==> src/rtl/calc_pkg.sv <==
// Shared types and constants for the bit-serial add/subtract controller.
// Holds the FSM state encoding, default sizes and the operation encoding.
package calc_pkg;

  localparam int DEF_WIDTH     = 4;
  localparam int DEF_DIGIT_MAX = 9;

  localparam logic OP_ADD = 1'b0;
  localparam logic OP_SUB = 1'b1;

  typedef enum logic [1:0] {
    IDLE = 2'd0,
    CALC = 2'd1,
    DONE = 2'd2
  } state_e;

  // Bit-counter width; one extra guard keeps the width legal for WIDTH < 2.
  function automatic int cnt_width(input int width);
    return (width < 2) ? 1 : $clog2(width);
  endfunction

endpackage

==> src/rtl/fa_cell.sv <==
// One-bit full adder shared by every bit position of a serial operation.
// Purely combinational.
module fa_cell (
  input  logic a,
  input  logic b,
  input  logic cin,
  output logic s,
  output logic cout
);

  assign s    = a ^ b ^ cin;
  assign cout = (a & b) | (a & cin) | (b & cin);

endmodule

==> src/rtl/serial_accum_ctrl.sv <==
// Bit-serial accumulate controller: accepts add/subtract requests and runs
// them LSB first through one shared full-adder cell, committing to acc.
module serial_accum_ctrl
  import calc_pkg::*;
#(
  parameter int WIDTH     = DEF_WIDTH,
  parameter int DIGIT_MAX = DEF_DIGIT_MAX
) (
  input  logic             clk,
  input  logic             rst_n,
  input  logic             op_valid,
  output logic             op_ready,
  input  logic             op_sub,
  input  logic [WIDTH-1:0] op_b,
  input  logic             clear,
  output logic             busy,
  output logic             result_valid,
  output logic [WIDTH-1:0] acc,
  output logic             ovf,
  output logic             dec_err
);

  localparam int               CNT_W    = cnt_width(WIDTH);
  localparam logic [CNT_W-1:0] LAST_CNT = CNT_W'(WIDTH - 1);

  state_e             state_q;
  logic               busy_q;
  logic               result_valid_q;
  logic [WIDTH-1:0]   acc_q;
  logic               ovf_q;
  logic [WIDTH-1:0]   w_q;
  logic [WIDTH-1:0]   b_q;
  logic               carry_q;
  logic [CNT_W-1:0]   cnt_q;
  logic               sub_q;

  logic               fa_s;
  logic               fa_cout;
  logic [WIDTH-1:0]   w_d;

  fa_cell u_fa (
    .a    (w_q[0]),
    .b    (b_q[0]),
    .cin  (carry_q),
    .s    (fa_s),
    .cout (fa_cout)
  );

  // The sum bit enters at the MSB so that after WIDTH shifts the register
  // holds the full result in natural bit order.
  assign w_d = {fa_s, w_q[WIDTH-1:1]};

  // NOTE: sequential state uses non-blocking assignments so every register
  // samples the pre-edge values of the others, independent of statement order.
  always_ff @(posedge clk or negedge rst_n) begin
    if (!rst_n) begin
      state_q        <= IDLE;
      busy_q         <= 1'b0;
      result_valid_q <= 1'b0;
      acc_q          <= '0;
      ovf_q          <= 1'b0;
      w_q            <= '0;
      b_q            <= '0;
      carry_q        <= 1'b0;
      cnt_q          <= '0;
      sub_q          <= 1'b0;
    end else begin
      case (state_q)
        IDLE: begin
          if (clear) begin
            acc_q <= '0;
            ovf_q <= 1'b0;
          end else if (op_valid) begin
            // Subtraction is acc + ~op_b + 1: invert the operand, carry-in 1.
            w_q     <= acc_q;
            b_q     <= op_sub ? ~op_b : op_b;
            carry_q <= op_sub;
            cnt_q   <= '0;
            sub_q   <= op_sub;
            busy_q  <= 1'b1;
            state_q <= CALC;
          end
        end

        CALC: begin
          w_q     <= w_d;
          b_q     <= b_q >> 1;
          carry_q <= fa_cout;
          cnt_q   <= cnt_q + CNT_W'(1);
          if (cnt_q == LAST_CNT) begin
            acc_q          <= w_d;
            ovf_q          <= (sub_q == OP_SUB) ? ~fa_cout : fa_cout;
            busy_q         <= 1'b0;
            result_valid_q <= 1'b1;
            state_q        <= DONE;
          end
        end

        DONE: begin
          result_valid_q <= 1'b0;
          state_q        <= IDLE;
        end

        default: begin
          busy_q         <= 1'b0;
          result_valid_q <= 1'b0;
          state_q        <= IDLE;
        end
      endcase
    end
  end

  assign op_ready     = (state_q == IDLE) && !clear;
  assign busy         = busy_q;
  assign result_valid = result_valid_q;
  assign acc          = acc_q;
  assign ovf          = ovf_q;
  assign dec_err      = (32'(acc_q) > 32'(DIGIT_MAX));

endmodule

==> config.mk <==
export PLATFORM = sky130hd
export DESIGN_NAME = serial_accum_ctrl
export DESIGN_NICKNAME = d
export VERILOG_FILES = /design/src/rtl/calc_pkg.sv /design/src/rtl/fa_cell.sv /design/src/rtl/serial_accum_ctrl.sv
export SDC_FILE = /design/constraint.sdc
export NUM_CORES = 1
export LEC_CHECK = 0
export ABC_AREA = 1
export CORE_MARGIN = 4
export CORE_UTILIZATION = 36
export CTS_CLUSTER_SIZE = 25
export DETAILED_ROUTE_END_ITERATION = 6
export SYNTH_ARGS = -nofsm -noshare
export SYNTH_HDL_FRONTEND = slang
export SYNTH_HIERARCHICAL = 1
export SYNTH_SLANG_ARGS = --single-unit
==> constraint.sdc <==
create_clock -name clk -period 3.9 [get_ports clk]
set_clock_uncertainty 0.05 [all_clocks]
set_input_delay 0.78 -clock clk [delete_from_list [all_inputs] [get_ports clk]]
set_output_delay 0.78 -clock clk [all_outputs]
set_load 0.02 [all_outputs]
==> results of run 1 <==
## cell usage in the layout (no fill, tap or decap)
cell	synthesis	routed
a21oi_1	2	2
clkbuf_1	0	1
clkbuf_4	0	3
clkdlybuf4s50_1	0	17
dfrtp_1	21	21
fa_1	1	1
ha_1	1	1
inv_1	12	12
inv_2	2	2
nand2_1	61	61
nand2_2	1	1
nand2_4	1	1
nand3_1	12	12
nand4_1	2	2
nor2_1	13	13
nor2_4	1	1
o21a_1	1	1
o21ai_0	2	2
or2_2	2	2
xor2_1	1	1
## metrics by stage
stage	hold slack, ps	setup slack, ps	total power, uW	instance area (um^2)	util
global route	470	1090	1010	1270	0.462
detailed placement	416	1130	823	1250	0.452
floorplan	392	2000	678	1050	-
finish	438	1140	916	1270	0.462
global placement	406	1140	810	1250	0.452
CTS	441	1130	929	1270	0.462
## routing by layer
metal	part of all wire	routed length, um	vias to the layer above	global-route usage
li1	-	-	462	-
met1	0.48	1030	406	0.171
met2	0.48	1020	9	0.208
met3	0.028	60	2	0.0372
met4	0.0089	19	0	0.0364
met5	0	0	-	0
## worst max-delay path by stage
stage               endpoint  slack (ps)  cells past startpoint
floorplan           op_ready        2000                      1
CTS                 op_ready        1130                      3
global route        op_ready        1090                      3
finish              op_ready        1140                      3
global placement    op_ready        1140                      3
detailed placement  op_ready        1130                      3
## final cells by class
class / count / area [um^2]
Fill cell: 283 / 1480
Timing Repair Buffer: 17 / 170
Sequential cell: 21 / 526
Clock buffer: 4 / 26.3
Tap cell: 31 / 38.8
Inverter: 14 / 52.6
Multi-Input combinational cell: 101 / 460
## cell families after synthesis
| family | synth area share |
|---|---|
| flops | 0.502 |
| fa+ha+maj | 0.0311 |
| simple gates | 0.374 |
| compound gates | 0.0263 |
| buf+inv | 0.0574 |
| xor+xnor | 0.00837 |
## critical path, cell delays in order
cell and delay (ps):
clkdlybuf4s50_1 440, nor2_1 110, clkdlybuf4s50_1 600
## power groups by stage
stage | sequential (uW) | clock, uW | combinational, uW
after global placement | 374 | 0 | 436
final | 373 | 107 | 436
after detailed placement | 378 | 0 | 444
after CTS | 374 | 110 | 445
after global routing | 387 | 117 | 504
after floorplan | 393 | 0 | 285
## state kept, by name, summed over array words and instances, names as in the netlist
name	cells
cnt_q	2
result_valid	1
w_q	4
b_q	4
busy	1
ovf	1
state_q	2
acc	4
sub_q	1
carry_q	1
==> impl_results.md, run 1 <==
- Post-CTS setup buffer count: 0
- Yosys cell types: 18
- Synth area leader: dfrtp_1
- Hold Path Class: flip-flop to flip-flop
- Combinational power share: 0.476
- Crit path max fanout: 3
- Leak: 0.000688 uW
- Die Wd: 61.9 um
- Endpoints failing hold: 0
- Status: complete, no violations
- WL final: 2.13 mm
- Unrepaired setup endpoints after global routing: no
- Post-cts sizing count: 0
- Reg2Reg Depth: 6
- Setup TNS: 0 ps
- Hold Crit Depth: 1
- Startpoint Class: primary input
- Hold Buf Count CTS: 0
- Initial Util: 0.379
- Vias in the first global route: 856
- Rel. slew slack: 0.378
- Antenna Nets Post-Route: 0
- Initial antenna violation count: 0
- CTS tree: yes
- CP Capture Type: output pin
- PortBufs: 17
- Critical Path Start: clear
- WP data required: 3070 ps
- Largest net degree at the start of global routing: 22
- Final Critical Period: 2760 ps
- Net Count, Synth: 148
- Gate Count Post-Synth: 137
- GRT Util Overall: 0.130
- DR iter-0 viols: 36
- Drt pass-1 iters: 4
- Clock buffer depth: 2
- Area growth from synthesis to layout: 21.8%
- Peak supply drop: 0.000452 V
- R2R Path End: b_q[2]
- Ys async rst share: 1.00
- Final setup viols: 0
- Height of the die: 61.9 um
- Clock Tree Root: clkbuf_4
- Dominant synthesized flop cell: dfrtp_1
- Max Fclk: 362 MHz
- Tcrit/Tclk final: 0.707
- Synth top area share: 0.502
- # diodes: 0
- Total grt overflow: 0
- # rows: 19
- Drt via density: 4.68
- #FFs+latches synth: 21
- Hold_sp: cnt_q[0]
- Dpl hpwl: 1.65 mm
- Vias: 879
- Maxcap violations: 0
- Sw power: 400 uW
- P_int: 516 uW
- Clock-pin slew on the worst setup and hold paths: 110 ps
- R2R Setup Slk: 2350 ps
- Worst-skew pair later-pin latency: 310 ps
- Die Area: 3830 um^2
- Final nets: 169
- Final Max Tran Viols: 0
- Seq pwr share: 0.408
- Ys Warns: 6
- Synthesized area: 1050 um^2
- Sequential area share after synthesis: 0.502
- Core area: 2760 um^2
- DP Cell Count: 184
- Sinks on Clock Net: 21
- Mean Syn Cell Area: 7.64 um^2
- Worst slew pin tran: 931 ps
- Share of cells above drive strength 1: 0.0637
- Hold worst-path end: cnt_q[0]
- I/O pin cnt: 18
- PwrDens: 719 nW/um^2
- Crit Reg-Reg Startpoint: state_q[1]
- Post-synth EDFFs: 0
- # DRC: 0
- Clock power frac: 0.117
- WL per Instance: 11.3 um
- Synth cell count leaders: 61 x nand2_1, 21 x dfrtp_1, 13 x nor2_1
- Most common cell in the synthesized netlist: nand2_1
- CTS Buf Count: 3
- RePlAce Congestion: 0.757
- H-tree depth: 1
- Area contributors post-synth: dfrtp_1 50%, nand2_1 22%, nand3_1 5.7%
- WS Path Type: primary input to output pin
- Layout Cells excl Fill: 188
- First-pass GRT wire length: 3.69 mm
- Sw Share: 0.437
- Critical path arrival: 1930 ps
No activity file was read; power rests on OpenSTA's default activity.
==> run 2, diff against run 1 <==
==> constraint.sdc (replaced) <==
create_clock -name clk -period 2.35 [get_ports clk]
set_clock_uncertainty 0.05 [all_clocks]
set_input_delay 0.47 -clock clk [delete_from_list [all_inputs] [get_ports clk]]
set_output_delay 0.47 -clock clk [all_outputs]
set_load 0.02 [all_outputs]
==> run 2 against run 1 <==
Non-clock buffer count grew 1. Critical path type is now flip-flop to output pin. Die area is the same. Via count grew 1.0%. Cell area grew 0.59%. Largest cell class unchanged. Combinational power grew 67%. Critical path depth grew 1. Cell count grew 0.53%. Utilization grew 0.27 points. Count of clock-buffer cells in the layout is the same. Worst setup slack lost 990 ps. Highest routed layer unchanged.
==> impl_results.md, run 2 (synthesis results as in run 1) <==
- Vias in the first global route: 877
- PwrDens: 1190 nW/um^2
- WL final: 2.13 mm
- WP data required: 1830 ps
- Chain of cells forming the critical path: inv_2 > nand2_1 > nor2_1 > clkdlybuf4s50_1
- Total grt overflow: 0
- Commonest non-fill, non-tap cells in the layout: 61 x nand2_1, 21 x dfrtp_1, 17 x clkdlybuf4s50_1, 13 x nor2_1
- Unrepaired setup endpoints after global routing: no
- Status: complete, no violations
- Drt via density: 4.70
- Critical path arrival: 1680 ps
- Die Area: 3830 um^2
- Slowest stage delay, CP: 600 ps
- Initial antenna violation count: 0
- Clock-pin slew on the worst setup and hold paths: 120 ps
- Initial Util: 0.379
- Area growth from synthesis to layout: 22.5%
- Setup TNS: 0 ps
- I/O pin cnt: 18
- First-pass GRT wire length: 3.79 mm
- GRT Util Overall: 0.133
- Hold Path Class: primary input to async pin
- Post-CTS setup buffer count: 0
- Dpl hpwl: 1.66 mm
- Clock buffer depth: 2
- # DRC: 0
- Final nets: 170
- Endpoints failing hold: 0
- Post-cts sizing count: 0
- Vias: 888
- Core area: 2760 um^2
- DR iter-0 viols: 47
- # rows: 19
- RePlAce Congestion: 0.769
- Tcrit/Tclk final: 0.935
- WS Path Type: flip-flop to output pin
- CTS tree: yes
- Largest net degree at the start of global routing: 22
- Critical-path top delay cell: clkdlybuf4s50_1
- CP Capture Type: output pin
- Leak: 0.000693 uW
- Antenna Nets Post-Route: 0
- Total power: 1520 uW
- Final Critical Period: 2200 ps
- Drt pass-1 iters: 4
- Rel. slew slack: 0.745
- PortBufs: 17
- Clock Tree Root: clkbuf_4
- Final Max Tran Viols: 0
- Most common cell after layout, fill and taps aside: nand2_1
- H-tree depth: 1
- Crit path max fanout: 7
- # diodes: 0
- Startpoint Class: flip-flop
- Max Fclk: 455 MHz
- Sinks on Clock Net: 21
- Worst-skew pair later-pin latency: 310 ps
- Worst slew pin tran: 381 ps
- Peak supply drop: 0.000806 V
- Height of the die: 61.9 um
- M3 GR Usage: 0.0372
- Die Wd: 61.9 um
- CTS Buf Count: 3
- Maxcap violations: 0
- Final setup viols: 0
- Hold Buf Count CTS: 0
- GR Util met1: 0.171
- Share of cells above drive strength 1: 0.0696
- Grt met2 use: 0.223
- WL per Instance: 11.3 um
- Util after Layout: 0.465
- Most used routing layer: met2
-- run 2: area by class of cell --
cell class / instances / area, um^2
Clock buffer: 4 / 26.3
Sequential cell: 21 / 526
Tap cell: 31 / 38.8
Multi-Input combinational cell: 101 / 460
Fill cell: 286 / 1480
Timing Repair Buffer: 18 / 178
Inverter: 14 / 52.6
-- run 2: routing by layer --
layer / routed length (um) / vias up
li1: - / 463
met1: 1040 / 413
met5: 0 / -
met2: 1030 / 10
met3: 54 / 2
met4: 13 / 0
-- run 2: critical path: cells and delay by family, from the launching register on --
kind                   cells  cell delay [ps]
buffers and inverters      2              730
and+or+nand+nor            2              170
DFF                        1              480
-- run 2: final timing paths --
kind | startpoint | endpoint | slack [ps] | cells after the start
setup / recovery | state_q[0] | op_ready | 150 | 4
hold / removal | rst_n | acc[2] | 430 | 2
setup reg to reg | state_q[1] | cnt_q[1] | 800 | 6
hold reg to reg | b_q[1] | b_q[1] | 440 | 2
max in group asynchronous | rst_n | state_q[1] | 1590 | 2
min in group clk | b_q[1] | b_q[1] | 440 | 2
-- run 2: through the flow --
| stage | cells | hold WS, ps | setup slack [ps] | instance area [um^2] |
|---|---|---|---|---|
| floorplan | 137 | 124 | 940 | 1050 |
| global placement | 185 | 406 | 208 | 1250 |
| detailed placement | 185 | 413 | 197 | 1250 |
| CTS | 189 | 440 | 131 | 1280 |
| global route | 189 | 448 | 54.1 | 1280 |
| finish | 189 | 428 | 153 | 1280 |
-- run 2: power by group --
group / switching [uW] / internal, uW / total (uW)
Clock: 108 / 66.2 / 174
Combinational: 444 / 284 / 728
Sequential: 113 / 506 / 620
